$ cat config.mk
export PLATFORM = sky130hd
export DESIGN_NAME = lfsr_rr_dispenser
export DESIGN_NICKNAME = d
export VERILOG_FILES = /design/src/rtl/lfsr_rr_dispenser.sv
export SDC_FILE = /design/constraint.sdc
export NUM_CORES = 1
export LEC_CHECK = 0
export CORE_MARGIN = 2
export CORE_UTILIZATION = 45
export DETAILED_ROUTE_END_ITERATION = 8
export PLACE_DENSITY = 0.83
export SLEW_MARGIN = 20
export SYNTH_ARGS = -nofsm -noshare
export SYNTH_HDL_FRONTEND = slang
export SYNTH_SLANG_ARGS = --single-unit
$ cat constraint.sdc
create_clock -name clk -period 1.4 [get_ports clk]
set_clock_uncertainty 0.05 [all_clocks]
set_input_delay 0.35 -clock clk [delete_from_list [all_inputs] [get_ports clk]]
set_output_delay 0.35 -clock clk [all_outputs]
set_load 0.02 [all_outputs]
$ cat src/rtl/lfsr_rr_dispenser.sv
// Purpose: shared 16-bit XNOR LFSR that hands one fresh word to a round-robin granted requester.
// Latency: req sampled at edge k shows up as gnt/rnd_data right after edge k (1 cycle).
// Backpressure: none; requests are level-held and stay pending until granted, at most one grant per cycle.
//
// Ports:
//   clk        system clock, rising edge
//   rst_b      asynchronous active-low reset
//   seed_load  single-cycle pulse, loads seed_val (16'hFFFF is replaced by SEED)
//   seed_val   seed value sampled with seed_load
//   req        level request per consumer
//   gnt        registered one-hot grant pulse
//   rnd_data   registered random word, updated only on a grant edge or reset
//   busy       high while the post-seed warm-up is running
module lfsr_rr_dispenser #(
  parameter int          NUM_REQ = 4,
  parameter logic [15:0] SEED    = 16'hABCD,
  parameter int          WARMUP  = 16
) (
  input  logic               clk,
  input  logic               rst_b,
  input  logic               seed_load,
  input  logic [15:0]        seed_val,
  input  logic [NUM_REQ-1:0] req,
  output logic [NUM_REQ-1:0] gnt,
  output logic [15:0]        rnd_data,
  output logic               busy
);

  localparam int              PW       = $clog2(NUM_REQ);
  localparam logic [PW-1:0]   LAST_IDX = PW'(NUM_REQ - 1);
  localparam logic [7:0]      WU_LAST  = (WARMUP == 0) ? 8'd0 : 8'(WARMUP - 1);
  localparam bit              WU_NONE  = (WARMUP == 0);

  typedef enum logic {
    ST_WARMUP,
    ST_SERVE
  } state_t;

  // With no warm-up configured the block comes straight out of reset/seed into SERVE.
  localparam state_t ST_INIT = WU_NONE ? ST_SERVE : ST_WARMUP;

  state_t             state, state_nxt;
  logic [15:0]        lfsr, lfsr_nxt;
  logic [7:0]         cnt;
  logic [PW-1:0]      ptr, ptr_nxt;
  logic [PW-1:0]      gidx;
  logic               found;
  logic               do_step;
  logic               do_grant;
  logic [15:0]        seed_eff;
  logic [NUM_REQ-1:0] gnt_vec;

  // LFSR step: shift left with the old MSB fed back into bit 0 and XNORed into taps 4, 13, 15.
  always_comb begin
    lfsr_nxt     = {lfsr[14:0], lfsr[15]};
    lfsr_nxt[4]  = lfsr[3]  ~^ lfsr[15];
    lfsr_nxt[13] = lfsr[12] ~^ lfsr[15];
    lfsr_nxt[15] = lfsr[14] ~^ lfsr[15];
  end

  // All-ones is the XNOR lock-up state, so it is never allowed in as a seed.
  assign seed_eff = (seed_val == 16'hFFFF) ? SEED : seed_val;

  // Round-robin search: first pass covers ptr..NUM_REQ-1, second pass wraps to 0..ptr-1.
  always_comb begin
    found = 1'b0;
    gidx  = '0;
    for (int i = 0; i < NUM_REQ; i++) begin
      if (!found && req[i] && (PW'(i) >= ptr)) begin
        found = 1'b1;
        gidx  = PW'(i);
      end
    end
    for (int i = 0; i < NUM_REQ; i++) begin
      if (!found && req[i] && (PW'(i) < ptr)) begin
        found = 1'b1;
        gidx  = PW'(i);
      end
    end
  end

  assign ptr_nxt = (gidx == LAST_IDX) ? '0 : gidx + PW'(1);
  assign gnt_vec = {{(NUM_REQ-1){1'b0}}, 1'b1} << gidx;

  // Next-state / step control. A seed load overrides everything else that cycle.
  always_comb begin
    state_nxt = state;
    do_step   = 1'b0;
    do_grant  = 1'b0;
    if (seed_load) begin
      state_nxt = ST_INIT;
    end else begin
      case (state)
        ST_WARMUP: begin
          do_step = 1'b1;
          if (cnt == WU_LAST) begin
            state_nxt = ST_SERVE;
          end
        end
        ST_SERVE: begin
          if (found) begin
            do_grant = 1'b1;
            do_step  = 1'b1;
          end
        end
        default: state_nxt = ST_INIT;
      endcase
    end
  end

  always_ff @(posedge clk or negedge rst_b) begin
    if (!rst_b) begin
      state <= ST_INIT;
    end else begin
      state <= state_nxt;
    end
  end

  always_ff @(posedge clk or negedge rst_b) begin
    if (!rst_b) begin
      lfsr     <= SEED;
      cnt      <= 8'd0;
      ptr      <= '0;
      gnt      <= '0;
      rnd_data <= 16'h0000;
    end else begin
      gnt <= '0;
      if (seed_load) begin
        lfsr <= seed_eff;
        cnt  <= 8'd0;
      end else if (do_step) begin
        lfsr <= lfsr_nxt;
        if (state == ST_WARMUP) begin
          cnt <= cnt + 8'd1;
        end
      end
      // The granted word is the pre-step LFSR value, so consecutive grants see consecutive states.
      if (do_grant) begin
        gnt      <= gnt_vec;
        rnd_data <= lfsr;
        ptr      <= ptr_nxt;
      end
    end
  end

  assign busy = (state == ST_WARMUP);

endmodule

==> results.cfg <==
[status]
status = finished with violations
violations = negative setup slack

[min_path]
min_path_cells = 2
min_to = lfsr[15]$_DFFE_PN1P_
hold_class = in -> reg
hold_path.startpoint = seed_val[15]

[route]
drt_pass1_iterations = 4
wirelength_um = 6750
drc = 0
wl_per_cell_um = 19.6
via_per_inst = 5.48
drt-initial-drc-count = 83
antenna_left = 0
vias = 1891

[worst_setup_path]
crit_type = in -> reg
cp-end-kind = register
r2r_start = ptr[1]$_DFFE_PN0P_
reg2reg_to = gnt[1]$_DFF_PN0_
cp_max_fo = 8
worstSetupStartpointType = primary input
reg2reg_depth = 6
required_ps = 1540
crit_arrival_ps = 1620
r2r_slack_ps = -70

[finish]
multiInputGateArea_um2 = 1350
antennaDiodeCount = 0
drive_above_1_share_pct = 61.5
num-fill-cells = 288
finalCoreUtilization_pct = 74.4
final-seq-area_um2 = 1190
area_growth_syn_to_layout_pct = 59.5
nNetsFinal = 305

[sta]
hold_ws_ps = 253
hold_viol = 0
setup_viol = 15
rsz0062_at_grt = true
tightest_slew_ps = 393
max_freq_mhz = 678
final.setup.worst_slack_ps = -75.8
report.final.slew_viol_count = 0
period_minus_slack_ps = 1480
max_slew_margin_pct = 73.8
finalCritPeriodShare_pct = 105

[synthesis]
synthArstFlopShare_pct = 100
synth_edf_count = 0
synthTopCellsByCount = dfrtp_1, nor2_1, a21oi_1
synthSimpleGateAreaFrac_pct = 14.8
ys_ff_latch = 47
synth_compound_area_share_pct = 8.06
synth.top_cell.area_share_pct = 42.0
synth_ff_type = dfrtp_1
syn_nets = 223
yosysWarningCount = 0
netlist_area_um2 = 2200
synthCells = 195
synthTopCellsByArea = dfrtp_1, dfstp_2, mux2_2
yosysMostFrequentCell = dfrtp_1
synth_fa_ha_area_share_pct = 2.84
synth.largest_area_cell = dfrtp_1
ys_seq_area_share_pct = 53.9
synth_top_family_by_area = simple AND/OR/NAND/NOR gates
muxShareOfSynthArea_pct = 12.8
synth_xor_area_share_pct = 3.98
postSynthAreaPerCell_um2 = 11.3
synth_cell_types = 33

[clock_network]
clk_latency_ps = 310
htree_levels = 2
path_clk_slew_ps = 80
clk_path_buf_depth = 2
cts_buffers = 5
root_buffer = clkbuf_8
clock_sinks = 47
cts_tree = done

[power]
leakagePower_nw = 1.59
max-vdd-ir-drop_uv = 679
p_per_area_nw_per_um2 = 968

[floorplan]
die_h_um = 74.0
die-area_um2 = 5470
rows = 25
core_area_um2 = 4720
die_x_um = 74.0
start_util_pct = 46.6
ioPinCount = 44

[grt]
grt_pass1_vias = 1988
grt_max_degree = 34
antenna_found_initial = 0
grt_usage_pct = 24.8
grt_pass1_wl_um = 10100
grt_overflow = 0

[flow_run]
maxCapViolations = 0

[placement]
place_congestion = 0.751
dp_hpwl_um = 3330
port_buffers = 43
cells by family after synthesis:
kind of cell / after synthesis
AND/OR/NAND/NOR: 61
flip-flops: 47
AO/OA/AOI/OAI: 31
multiplexers: 26
buffers and inverters: 15
XOR/XNOR: 10
adder cells (fa/ha/maj): 5
layout make-up:
type                            instances  share of cell area (%)
Tap cell                               67                    2.39
Clock buffer                            5                    1.96
Sequential cell                        47                    33.9
Timing Repair Buffer                   85                    21.6
Clock inverter                          3                    1.25
Multi-Input combinational cell        134                    38.4
Inverter                                4                   0.499
power breakdown:
part	switching, mW	internal (mW)	total (mW)
clock	0.479	0.532	1.01
combinational	0.363	0.384	0.747
sequential	0.140	1.50	1.64
metal layers:
layer	vias to the layer above	track usage, %	wire [µm]
met4	0	8.69	246
met2	84	42.4	3530
met5	-	0	0
li1	840	-	-
met3	27	7.05	389
met1	940	30.2	2580
metrics by stage:
step           TNS [ps]  instances  worst slack (ps)  instance area [µm²]  power (mW)
6_report           -538        345             -75.8                 3510        3.40
5_1_grt           -1380        345              -121                 3510        3.53
4_1_cts           -1190        339             -74.6                 3400        3.29
3_5_place_dp     -31060        315              -956                 2850        2.19
3_3_place_gp     -29370        315              -893                 2850        2.17
2_1_floorplan     -2350        195              -158                 2210        1.89
sequential cells by signal, summed over array words and instances (netlist names):
| name | flops |
|---|---|
| cnt | 8 |
| gnt | 4 |
| lfsr | 16 |
| ptr | 2 |
| rnd_data | 16 |
| state | 1 |
critical path: stages:
cell	delay [ps]
buf_8	100
nor4_4	310
buf_4	190
nand3b_1	160
buf_6	180
buf_12	150
nor2_4	130
a21oi_4	50
cell usage in the layout, fill, tap and decap left out, types with 4 or more instances in the layout:
| cell type | synthesis | final |
|---|---|---|
| a21oi_2 | 0 | 13 |
| ha_4 | 0 | 4 |
| clkbuf_8 | 0 | 5 |
| nand4_1 | 6 | 6 |
| nor2b_1 | 7 | 5 |
| mux2_4 | 0 | 17 |
| a31oi_4 | 0 | 4 |
| buf_12 | 0 | 4 |
| dfrtp_1 | 37 | 36 |
| nor2_1 | 30 | 18 |
| buf_6 | 2 | 13 |
| buf_2 | 3 | 10 |
| clkdlybuf4s15_1 | 0 | 4 |
| a21oi_1 | 20 | 4 |
| xor2_1 | 9 | 9 |
| and2_1 | 5 | 4 |
| nor2_4 | 0 | 10 |
| dfstp_2 | 10 | 10 |
| buf_4 | 1 | 23 |
| mux2i_1 | 9 | 9 |
| clkbuf_2 | 0 | 23 |
worst max path at each step:
stage / end / start
after floorplan: rnd_data[10]$_DFFE_PN0P_ / state$_DFF_PN0_
after global placement: rnd_data[7]$_DFFE_PN0P_ / req[2]
after detailed placement: rnd_data[8]$_DFFE_PN0P_ / req[2]
after CTS: rnd_data[8]$_DFFE_PN0P_ / state$_DFF_PN0_
after global routing: cnt[6]$_DFFE_PN0P_ / cnt[1]$_DFFE_PN0P_
final: lfsr[12]$_DFFE_PN0P_ / req[0]
repair_timing:
action	4_1_cts	5_1_grt
buffers inserted	10	9
cloned	5	1
resized for setup	173	80
setup endpoints to repair	60	55
hold endpoints to repair	11	0
pin swaps	26	15
hold buffers	1	0
No activity file was read; power rests on OpenSTA's default activity.
